**config.mk**
```make
export PLATFORM = sky130hd
export DESIGN_NAME = ct_had_event_xtrig_flat
export DESIGN_NICKNAME = d
export VERILOG_FILES = /design/src/rtl/ct_had_event_xtrig_pkg.sv /design/src/rtl/ct_had_event_xtrig_if.sv /design/src/rtl/ct_had_event_xtrig_chan.sv /design/src/rtl/ct_had_event_xtrig.sv /design/src/flat_wrapper.sv
export SDC_FILE = /design/constraint.sdc
export NUM_CORES = 1
export LEC_CHECK = 0
export BUFFER_PORTS_ARGS = -buffer_cell sky130_fd_sc_hd__buf_2
export CORE_MARGIN = 2
export CORE_UTILIZATION = 30
export DETAILED_ROUTE_END_ITERATION = 12
export SLEW_MARGIN = 40
export SYNTH_ARGS = -nofsm -noshare
export SYNTH_HDL_FRONTEND = slang
export SYNTH_SLANG_ARGS = --single-unit
```
**constraint.sdc**
```tcl
create_clock -name forever_cpuclk -period 1.7 [get_ports forever_cpuclk]
set_input_delay 0.255 -clock forever_cpuclk [delete_from_list [all_inputs] [get_ports forever_cpuclk]]
set_output_delay 0.255 -clock forever_cpuclk [all_outputs]
set_load 0.01 [all_outputs]
```
**src/rtl/ct_had_event_xtrig_pkg.sv**
```systemverilog
// Shared definitions for the cluster debug cross-trigger hub.
// Channel state encodings and counter width.
package ct_had_pkg;

    typedef enum logic [1:0] {
        XTRIG_IDLE = 2'b00,
        XTRIG_HOLD = 2'b01,
        XTRIG_GAP  = 2'b10
    } xtrig_state_e;

    localparam int XTRIG_CNT_W = 4;

endpackage

```
**src/rtl/ct_had_event_xtrig_if.sv**
```systemverilog
// Core-facing HAD event bundle of the cross-trigger hub.
// master = core cluster side, slave = hub side.
interface ct_had_event_xtrig_if #(
    parameter int CORE_NUM = 4
);
    logic [CORE_NUM-1:0] x_enter_dbg_req_o;
    logic [CORE_NUM-1:0] x_exit_dbg_req_o;
    logic [CORE_NUM-1:0] core_dbgon;
    logic [CORE_NUM-1:0] x_enter_dbg_req_i;
    logic [CORE_NUM-1:0] x_exit_dbg_req_i;

    modport master (
        output x_enter_dbg_req_o,
        output x_exit_dbg_req_o,
        output core_dbgon,
        input  x_enter_dbg_req_i,
        input  x_exit_dbg_req_i
    );

    modport slave (
        input  x_enter_dbg_req_o,
        input  x_exit_dbg_req_o,
        input  core_dbgon,
        output x_enter_dbg_req_i,
        output x_exit_dbg_req_i
    );
endinterface

```
**src/rtl/ct_had_event_xtrig_chan.sv**
```systemverilog
// One routed request channel: stretches a trigger into a fixed-width
// pulse followed by a minimum low gap, collapsing extra triggers into one.
module ct_had_xtrig_chan
    import ct_had_pkg::*;
#(
    parameter int HOLD_CYC = 8,
    parameter int GAP_CYC  = 3
) (
    input  logic forever_cpuclk,
    input  logic cpurst_b,
    input  logic trig,
    input  logic clr_pend,
    input  logic cancel_cond,
    output logic req_out,
    output logic busy
);

    localparam logic [XTRIG_CNT_W-1:0] HOLD_LD = XTRIG_CNT_W'(HOLD_CYC - 1);
    localparam logic [XTRIG_CNT_W-1:0] GAP_LD  = XTRIG_CNT_W'(GAP_CYC - 1);

    xtrig_state_e           state, state_nxt;
    logic [XTRIG_CNT_W-1:0] cnt, cnt_nxt;
    logic                   pend, pend_nxt;
    logic                   pend_eff;

    always_ff @(posedge forever_cpuclk or negedge cpurst_b) begin
        if (!cpurst_b) begin
            state <= XTRIG_IDLE;
            cnt   <= '0;
            pend  <= 1'b0;
        end else begin
            state <= state_nxt;
            cnt   <= cnt_nxt;
            pend  <= pend_nxt;
        end
    end

    assign pend_eff = pend & ~clr_pend;

    always_comb begin
        state_nxt = state;
        cnt_nxt   = cnt;
        pend_nxt  = pend_eff;
        unique case (state)
            XTRIG_IDLE: begin
                if (trig) begin
                    state_nxt = XTRIG_HOLD;
                    cnt_nxt   = HOLD_LD;
                end
            end
            XTRIG_HOLD: begin
                if (trig) pend_nxt = 1'b1;
                // Target already reached the requested mode: stop early.
                if (cancel_cond || cnt == '0) begin
                    state_nxt = XTRIG_GAP;
                    cnt_nxt   = GAP_LD;
                end else begin
                    cnt_nxt = cnt - 1'b1;
                end
            end
            XTRIG_GAP: begin
                if (trig) pend_nxt = 1'b1;
                if (cnt == '0) begin
                    pend_nxt = 1'b0;
                    if ((pend_eff || trig) && !cancel_cond) begin
                        state_nxt = XTRIG_HOLD;
                        cnt_nxt   = HOLD_LD;
                    end else begin
                        state_nxt = XTRIG_IDLE;
                    end
                end else begin
                    cnt_nxt = cnt - 1'b1;
                end
            end
            default: begin
                state_nxt = XTRIG_IDLE;
                cnt_nxt   = '0;
                pend_nxt  = 1'b0;
            end
        endcase
    end

    assign req_out = (state == XTRIG_HOLD);
    assign busy    = (state != XTRIG_IDLE) | pend;

endmodule

```
**src/rtl/ct_had_event_xtrig.sv**
```systemverilog
// Cluster debug cross-trigger hub: edge-detects core enter/exit requests,
// routes them to other cores and drives stretched request levels back.
module ct_had_event_xtrig
    import ct_had_pkg::*;
#(
    parameter int CORE_NUM = 4,
    parameter int HOLD_CYC = 8,
    parameter int GAP_CYC  = 3
) (
    input  logic                forever_cpuclk,
    input  logic                cpurst_b,
    input  logic                xtrig_en,
    input  logic [CORE_NUM-1:0] enter_dst_mask,
    input  logic [CORE_NUM-1:0] exit_dst_mask,
    ct_had_event_xtrig_if.slave evt,
    output logic                xtrig_busy
);

    logic [CORE_NUM-1:0] enter_hist, exit_hist;
    logic [CORE_NUM-1:0] enter_rise, exit_rise;
    logic [CORE_NUM-1:0] enter_trig, exit_trig;
    logic [CORE_NUM-1:0] enter_acc, exit_acc;
    logic [CORE_NUM-1:0] enter_req, exit_req;
    logic [CORE_NUM-1:0] enter_busy, exit_busy;

    always_ff @(posedge forever_cpuclk or negedge cpurst_b) begin
        if (!cpurst_b) begin
            enter_hist <= '0;
            exit_hist  <= '0;
        end else begin
            enter_hist <= evt.x_enter_dbg_req_o;
            exit_hist  <= evt.x_exit_dbg_req_o;
        end
    end

    assign enter_rise = evt.x_enter_dbg_req_o & ~enter_hist;
    assign exit_rise  = evt.x_exit_dbg_req_o & ~exit_hist;

    // A core's own request is never routed back to itself.
    always_comb begin
        enter_trig = '0;
        exit_trig  = '0;
        for (int d = 0; d < CORE_NUM; d++) begin
            for (int s = 0; s < CORE_NUM; s++) begin
                if (s != d) begin
                    enter_trig[d] = enter_trig[d] | enter_rise[s];
                    exit_trig[d]  = exit_trig[d] | exit_rise[s];
                end
            end
            enter_trig[d] = enter_trig[d] & xtrig_en & enter_dst_mask[d];
            exit_trig[d]  = exit_trig[d] & xtrig_en & exit_dst_mask[d];
        end
    end

    // Enter wins a same-cycle collision; each accepted side cancels
    // the other side's pending request.
    assign enter_acc = enter_trig & ~evt.core_dbgon;
    assign exit_acc  = exit_trig & evt.core_dbgon & ~enter_acc;

    for (genvar d = 0; d < CORE_NUM; d++) begin : g_chan
        ct_had_xtrig_chan #(
            .HOLD_CYC (HOLD_CYC),
            .GAP_CYC  (GAP_CYC)
        ) u_enter (
            .forever_cpuclk (forever_cpuclk),
            .cpurst_b       (cpurst_b),
            .trig           (enter_acc[d]),
            .clr_pend       (exit_acc[d]),
            .cancel_cond    (evt.core_dbgon[d]),
            .req_out        (enter_req[d]),
            .busy           (enter_busy[d])
        );

        ct_had_xtrig_chan #(
            .HOLD_CYC (HOLD_CYC),
            .GAP_CYC  (GAP_CYC)
        ) u_exit (
            .forever_cpuclk (forever_cpuclk),
            .cpurst_b       (cpurst_b),
            .trig           (exit_acc[d]),
            .clr_pend       (enter_acc[d]),
            .cancel_cond    (~evt.core_dbgon[d]),
            .req_out        (exit_req[d]),
            .busy           (exit_busy[d])
        );
    end

    assign evt.x_enter_dbg_req_i = enter_req;
    assign evt.x_exit_dbg_req_i  = exit_req;
    assign xtrig_busy            = |{enter_busy, exit_busy};

endmodule
```
**src/flat_wrapper.sv**
```systemverilog
// flat-port wrapper written by rule: the top's interface ports become plain ports
module ct_had_event_xtrig_flat import ct_had_pkg::*;
#(
    parameter int CORE_NUM = 4,
    parameter int HOLD_CYC = 8,
    parameter int GAP_CYC  = 3
)
  (forever_cpuclk, cpurst_b, xtrig_en, enter_dst_mask, exit_dst_mask, xtrig_busy, evt_x_enter_dbg_req_o, evt_x_exit_dbg_req_o, evt_core_dbgon, evt_x_enter_dbg_req_i, evt_x_exit_dbg_req_i);
  ct_had_event_xtrig_if #(.CORE_NUM(CORE_NUM)) evt_i ();
  input  logic forever_cpuclk;
  input  logic cpurst_b;
  input  logic xtrig_en;
  input  logic [CORE_NUM-1:0] enter_dst_mask;
  input  logic [CORE_NUM-1:0] exit_dst_mask;
  output logic xtrig_busy;
  input wire logic [$bits(evt_i.x_enter_dbg_req_o)-1:0] evt_x_enter_dbg_req_o;
  input wire logic [$bits(evt_i.x_exit_dbg_req_o)-1:0] evt_x_exit_dbg_req_o;
  input wire logic [$bits(evt_i.core_dbgon)-1:0] evt_core_dbgon;
  output wire logic [$bits(evt_i.x_enter_dbg_req_i)-1:0] evt_x_enter_dbg_req_i;
  output wire logic [$bits(evt_i.x_exit_dbg_req_i)-1:0] evt_x_exit_dbg_req_i;
  assign evt_i.x_enter_dbg_req_o = evt_x_enter_dbg_req_o;
  assign evt_i.x_exit_dbg_req_o = evt_x_exit_dbg_req_o;
  assign evt_i.core_dbgon = evt_core_dbgon;
  assign evt_x_enter_dbg_req_i = evt_i.x_enter_dbg_req_i;
  assign evt_x_exit_dbg_req_i = evt_i.x_exit_dbg_req_i;
  ct_had_event_xtrig #(.CORE_NUM(CORE_NUM), .HOLD_CYC(HOLD_CYC), .GAP_CYC(GAP_CYC)) u_core (.forever_cpuclk(forever_cpuclk), .cpurst_b(cpurst_b), .xtrig_en(xtrig_en), .enter_dst_mask(enter_dst_mask), .exit_dst_mask(exit_dst_mask), .evt(evt_i), .xtrig_busy(xtrig_busy));
endmodule
```
==> results of run 1 <==
## cell families (layout without fill, tap and decap cells)
group,after synthesis,after routing,synth area share
DFF,64,64,0.3822
adders and majority gates,8,8,0.02389
muxes,6,6,0.01493
and+or+nand+nor,191,191,0.2380
xor gates and xnor gates,3,3,0.006272
AOI/OAI and AO/OA,167,167,0.2607
buffers and inverters,70,194,0.07405
## final cells by class
| type | count | share of cell area |
|---|---|---|
| Multi-Input combinational cell | 375 | 0.4415 |
| Tap cell | 180 | 0.03804 |
| Inverter | 38 | 0.02409 |
| Timing Repair Buffer | 140 | 0.1727 |
| Clock buffer | 13 | 0.04227 |
| Sequential cell | 64 | 0.2705 |
| Clock inverter | 3 | 0.01099 |
## sequential cells by signal (all words and copies together) (netlist names)
name,flops
u_core.g_chan.u_enter.cnt,16
u_core.g_chan.u_exit.state,8
u_core.g_chan.u_exit.cnt,16
u_core.g_chan.u_exit.pend,4
u_core.g_chan.u_enter.pend,4
u_core.exit_hist,4
u_core.enter_hist,4
u_core.g_chan.u_enter.state,8
## how the worst max path moves through the flow
stage                                             endpoint  slack (ps)  cells past startpoint
2_1_floorplan   u_core.g_chan[0].u_exit.cnt[1]$_DFFE_PN0P_        -170                      8
3_3_place_gp   u_core.g_chan[3].u_enter.cnt[3]$_DFFE_PN0P_         -40                      7
3_5_place_dp   u_core.g_chan[3].u_enter.cnt[3]$_DFFE_PN0P_        -100                      7
4_1_cts                                         xtrig_busy        -220                      4
5_1_grt                                         xtrig_busy        -300                      4
6_report                                        xtrig_busy        -220                      4
## critical path, stage by stage, from the launching register on
cell                      delay, ps
sky130_fd_sc_hd__dfrtp_1        380
sky130_fd_sc_hd__nor4_2         310
sky130_fd_sc_hd__nand2_1         90
sky130_fd_sc_hd__or3_4          410
sky130_fd_sc_hd__buf_6          130
## power breakdown
group	internal (mW)	switching (mW)
combinational	2.71	2.61
sequential	2.09	0.452
clock	1.32	0.687
## timing repair
item / CTS / global route
pin swaps: 13 / 10
setup buffers: 8 / 9
gates resized for setup: 33 / 46
hold buffers: 1 / 0
endpoints found under the hold margin: 16 / 0
endpoints found under the setup margin: 21 / 37
## per-stage QoR
stage          std cells  cell area, µm²
2_1_floorplan        509            4230
3_3_place_gp         782            5167
3_5_place_dp         782            5167
4_1_cts              807            5698
5_1_grt              813            5921
6_report             813            5921
## routing by layer
| layer | up-vias | part of all wire | wire length, µm | track usage |
|---|---|---|---|---|
| met4 | 0 | 0.020 | 232 | 0.07256 |
| met2 | 76 | 0.50 | 5796 | 0.2734 |
| met3 | 16 | 0.037 | 437 | 0.03137 |
| met1 | 2059 | 0.45 | 5241 | 0.2057 |
| li1 | 2077 | - | - | - |
| met5 | - | 0 | 0 | 0 |
## placed cells by master (no fill, tap or decap), drive strengths merged, types with 5 or more instances in the layout
master  Yosys  routed
nand3      14      14
a21oi      34      34
a31oi      12      12
o21a        9       9
dfrtp      64      64
nand2      50      50
nor2b      18      18
buf        15     139
nand3b      5       5
or3b        6       6
nand2b     17      17
o21ai      49      49
nor4        9       9
nor3b       7       7
clkbuf     17      13
o22ai      11      11
o221a       5       5
inv        37      37
nor3       15      15
o22a        5       5
nor2       37      37
ha          8       8
==> metrics, run 1 <==
status=finished, violations left; failing checks=negative setup slack; worst ir drop on vdd=around 0.51 mV; yosys synthesis warning count=0; standard-cell row count=43; Main synth FF type=sky130_fd_sc_hd__dfrtp_1; layout cell share with drive strength beyond 1=0.3491; Final Core Density=0.4299; kind of launch point of the worst setup path=register; sequential cell area=around 1600 µm²; via count of the first global-routing pass=a little over 4000; mean number of vias per cell=roughly 5.2; setup total negative slack=-999.3 ps; global-route wire length before repair=between 15 and 20 mm; instance count of the mapped netlist=between 500 and 600; Antenna Nets Post-Route=0; sort of element at the end of the critical path=output pin; die height=approximately 120 µm; syn avg cell area=about 8.2 µm²; Hold WS=approximately 31 ps; maximum level of the CTS H-tree=3; Worst Reg-to-Reg Cells=7; most repeated cell in the gate-level netlist after synthesis=sky130_fd_sc_hd__dfrtp_1; number of cells on the worst hold path=1; Layout Nets=659; Worst EP arrival=between 1500 and 2000 ps; register bit count reported by yosys=between 60 and 70; starting density of the core=0.3042; maximum fanout along the worst path=2; worst clock skew on the final layout=between 5 and 6 ps; final setup violation count=13; via count=4228; worst flop-to-flop path endpoint=u_core.g_chan[3].u_exit.cnt[1]$_DFFE_PN0P_; worst min-delay path startpoint=evt_x_enter_dbg_req_o[2]; DIE AREA=roughly 15000 µm²; post-detail-place hpwl=a little over 8 mm; worst hold path endpoint=u_core.enter_hist[2]$_DFF_PN0_; fraction of the yosys area taken by sequential cells=0.3822; Clock Path Buffers=2; number of max-slew violations in the final report=0; RSZ-0062 raised after global routing=true; clock tree root buffer cell=sky130_fd_sc_hd__clkbuf_16; relative area change from synthesis to final layout=41.30%; insertion delay to the later sink of the worst-skew pair=340 ps; final critical-path setup slack=-224.0 ps; reg2reg start=u_core.g_chan[3].u_exit.cnt[0]$_DFFE_PN0P_; maximum number of pins on one net before global-route repair=31; crit path kind=register to output pin; count of flip-flops with a built-in enable after synthesis=0; Chip Width=~120 µm; register clock-pin slew on the reported worst setup and hold paths=roughly 60 ps; required time of the critical path=~1400 ps; core area=roughly 14000 µm²; launch point of the critical path=u_core.g_chan[0].u_exit.pend$_DFF_PN0_; Power per Cell Area=between 1500 and 2000 nW/µm²; most frequent cells after synthesis=sky130_fd_sc_hd__dfrtp_1, sky130_fd_sc_hd__nand2_1, sky130_fd_sc_hd__nor2_1; leading post-synthesis cells by cell area=sky130_fd_sc_hd__dfrtp_1, sky130_fd_sc_hd__nand2_1, sky130_fd_sc_hd__a21oi_1, sky130_fd_sc_hd__o21ai_0, sky130_fd_sc_hd__nor2_1; post-synthesis cell area=approximately 4200 µm²; area used by multi-input combinational logic=around 2600 µm²; Post-Syn Nets=540; PortBufs=31; number of distinct library cell variants in the gate-level netlist after synthesis=between 60 and 70; Yosys top cell area share=0.3822; FFs w/ async S/R, synth=1.000; max_cap viols=0; Final Hold Viols=0; type of the tightest min-delay check=input pin to register; TritonCTS sink count=64; weighted congestion at the end of routability-driven global placement=0.9043; number of buffers added by the clock tree synthesis step=9; Place WS=-96.32 ps; detailed-route wire length per cell=between 10 and 15 µm; f_max=about 520 MHz; global-route usage over all layers=0.1638; Filler cells=1357; transition time at the pin with the least slew margin=between 500 and 600 ps; number of iterations in the first detailed-routing pass=5; clock tree from TritonCTS=built; total power draw=around 10 mW; DRC=0; Pleak=~2.6 nW; relative slew slack=0.6561; total inserted antenna cells=0; top-level port count=32; top cell type by total area after synthesis=sky130_fd_sc_hd__dfrtp_1; minimum clock period after layout=roughly 1900 ps; Detailed Route Iter0 Violations=slightly above 300; fin crit share=1.132; number of antenna violations at the first check in global routing=0; flop2flop setup slack=-130 ps; post-detailed-routing wire length=roughly 12 mm; overflow left after global routing=0
Note: power is estimated with default switching activity, not from simulation.
==> inputs of run 2 (changes only) <==
--- a/config.mk
+++ b/config.mk
@@ -9,6 +9,7 @@
 export CORE_MARGIN = 2
 export CORE_UTILIZATION = 30
 export DETAILED_ROUTE_END_ITERATION = 12
+export SKIP_LAST_GASP = 1
 export SLEW_MARGIN = 40
 export SYNTH_ARGS = -nofsm -noshare
 export SYNTH_HDL_FRONTEND = slang
==> run 2 against run 1 <==
The run still ends with negative setup slack left. Critical path depth unchanged. Cell area decreased by 0.51%. Sequential power barely moved. Critical path type unchanged. Largest cell class unchanged.
==> metrics, run 2 (synthesis results as in run 1) <==
starting density of the core=0.3042 (unchanged); global-route wire length before repair=19.24 mm (-0.71%); Chip Width=122.2 µm (unchanged); worst flop-to-flop path endpoint=u_core.g_chan[1].u_exit.cnt[1]$_DFFE_PN0P_; post-detail-place hpwl=8.308 mm (unchanged); maximum fanout along the worst path=2 (unchanged); weighted congestion at the end of routability-driven global placement=0.9043 (unchanged); transition time at the pin with the least slew margin=511.9 ps (-0.01776 ps); DIE AREA=14930 µm² (unchanged); met2 layer wire length in the routed design=5.743 mm (-0.91%); flop2flop setup slack=-120 ps (about the same); launch point of the critical path=u_core.g_chan[0].u_exit.pend$_DFF_PN0_; Clock Path Buffers=2 (unchanged); PortBufs=31 (unchanged); highest metal layer used by the detailed router=met4; fin crit share=1.138 (+0.006287); registers with the most flip-flops=u_core.g_chan.u_enter.cnt: 16 flops, u_core.g_chan.u_exit.cnt: 16 flops; worst clock skew on the final layout=6.773 ps (+1.119 ps); routed length on met3=411 µm (-5.9%); reg2reg start=u_core.g_chan[1].u_exit.cnt[0]$_DFFE_PN0P_; total inserted antenna cells=0 (unchanged); failing checks=negative setup slack; relative slew slack=0.6561 (about the same); Pleak=2.610 nW (-0.65%); worst hold path endpoint=u_core.enter_hist[2]$_DFF_PN0_; Detailed Route Iter0 Violations=295 (-4.2%); maximum level of the CTS H-tree=3 (unchanged); commonest non-fill, non-tap cell in the layout=sky130_fd_sc_hd__buf_4; via count=4199 (-0.69%); total power draw=9.789 mW (-0.74%); layout cell share with drive strength beyond 1=0.3465 (-0.002612); setup total negative slack=-870.6 ps (+128.6 ps); number of buffers added by the clock tree synthesis step=9 (unchanged); maximum number of pins on one net before global-route repair=31 (unchanged); clock tree from TritonCTS=built; crit path kind=register to output pin; max_cap viols=0 (unchanged); highest-count cells in the layout ignoring fill and taps=sky130_fd_sc_hd__buf_4, sky130_fd_sc_hd__dfrtp_1, sky130_fd_sc_hd__nand2_1; standard-cell row count=43 (unchanged); TritonCTS sink count=64 (unchanged); mean number of vias per cell=5.171 (-0.56%); worst min-delay path startpoint=evt_x_enter_dbg_req_o[2]; DRC=0 (unchanged); RSZ-0062 raised after global routing=true; detailed-route wire length per cell=14.35 µm (-0.32%); length of routed wiring on met1=5.257 mm (+0.31%); kind of launch point of the worst setup path=register; die height=122.2 µm (unchanged); number of cells on the worst hold path=1 (unchanged); Layout Nets=658 (-0.15%); core area=13770 µm² (unchanged); minimum clock period after layout=1935 ps (+10.69 ps); f_max=516.9 MHz (-0.55%); via count of the first global-routing pass=4128 (-0.48%); number of max-slew violations in the final report=0 (unchanged); sort of element at the end of the critical path=output pin; number of antenna violations at the first check in global routing=0 (unchanged); overflow left after global routing=0 (unchanged); global-route usage over all layers=0.1625 (-0.001286); Antenna Nets Post-Route=0 (unchanged); required time of the critical path=1440 ps (about the same); register clock-pin slew on the reported worst setup and hold paths=60 ps (about the same); type of the tightest min-delay check=input pin to register; relative area change from synthesis to final layout=40.58%; post-detailed-routing wire length=11.66 mm (-0.44%); final critical-path setup slack=-234.7 ps (-10.69 ps); number of iterations in the first detailed-routing pass=5 (unchanged); top-level port count=32 (unchanged); clock tree root buffer cell=sky130_fd_sc_hd__clkbuf_16; worst ir drop on vdd=0.5143 mV (about the same); Worst EP arrival=1680 ps (about the same); final setup violation count=13 (unchanged); Final Hold Viols=0 (unchanged); status=finished, violations left; Power per Cell Area=1662 nW/µm² (-0.23%); Worst Reg-to-Reg Cells=7 (unchanged); insertion delay to the later sink of the worst-skew pair=340 ps (about the same)
run 2: cell count changes in the layout (fill, tap and decap cells not counted), sizes merged:
cell,before,now
buf,139,138
run 2: per-layer routing:
layer | vias up | track usage
met5 | - | 0
met2 | 64 | 0.2685
met1 | 2045 | 0.2057
li1 | 2075 | -
met4 | 0 | 0.07256
met3 | 15 | 0.03184
run 2: worst max path at each step:
stage | end | slack, ps | cells past startpoint
floorplan | u_core.g_chan[0].u_exit.cnt[1]$_DFFE_PN0P_ | -170 | 8
global placement | u_core.g_chan[3].u_enter.cnt[3]$_DFFE_PN0P_ | -40 | 7
detailed placement | u_core.g_chan[3].u_enter.cnt[3]$_DFFE_PN0P_ | -100 | 7
CTS | xtrig_busy | -230 | 4
global route | xtrig_busy | -310 | 4
finish | xtrig_busy | -230 | 4
run 2: stage by stage:
| stage | setup WS, ps | cell area (µm²) | instances | hold WS [ps] | util |
|---|---|---|---|---|---|
| final | -234.7 | 5891 | 812 | 28.89 | 0.4277 |
| after global routing | -311.8 | 5891 | 812 | 28.78 | 0.4277 |
| after detailed placement | -96.32 | 5167 | 782 | 250.8 | 0.3752 |
| after CTS | -227.2 | 5673 | 807 | 27.02 | 0.4119 |
| after global placement | -43.01 | 5167 | 782 | 252.8 | 0.3752 |
| after floorplan | -171.7 | 4230 | 509 | -40.59 | - |
run 2: critical path, stage by stage (launching register included):
cell and delay (ps):
sky130_fd_sc_hd__dfrtp_1 380, sky130_fd_sc_hd__nor4_2 310, sky130_fd_sc_hd__nand2_1 90, sky130_fd_sc_hd__or3_4 400, sky130_fd_sc_hd__buf_2 150
run 2: what timing repair did:
item / in CTS / in global routing
resized for setup: 27 / 45
hold buffers: 1 / 0
endpoints found under the setup margin: 21 / 36
endpoints found under the hold margin: 16 / 0
pin swaps: 10 / 14
setup buffers: 8 / 8
run 2: where the power goes:
part	internal (mW)	switching [mW]	leakage, nW	total (mW)
clock network	1.32	0.693	0.154	2.02
logic	2.66	2.57	1.68	5.23
registers	2.09	0.454	0.781	2.54
total	6.07	3.72	2.61	9.79
run 2: layout make-up:
type / instances / area, µm²
Multi-Input combinational cell: 375 / 2605
Sequential cell: 64 / 1602
Clock buffer: 13 / 250.2
Tap cell: 180 / 225.2
Timing Repair Buffer: 139 / 1001
Inverter: 38 / 142.6
Fill cell: 1357 / 7883
Clock inverter: 3 / 65.06
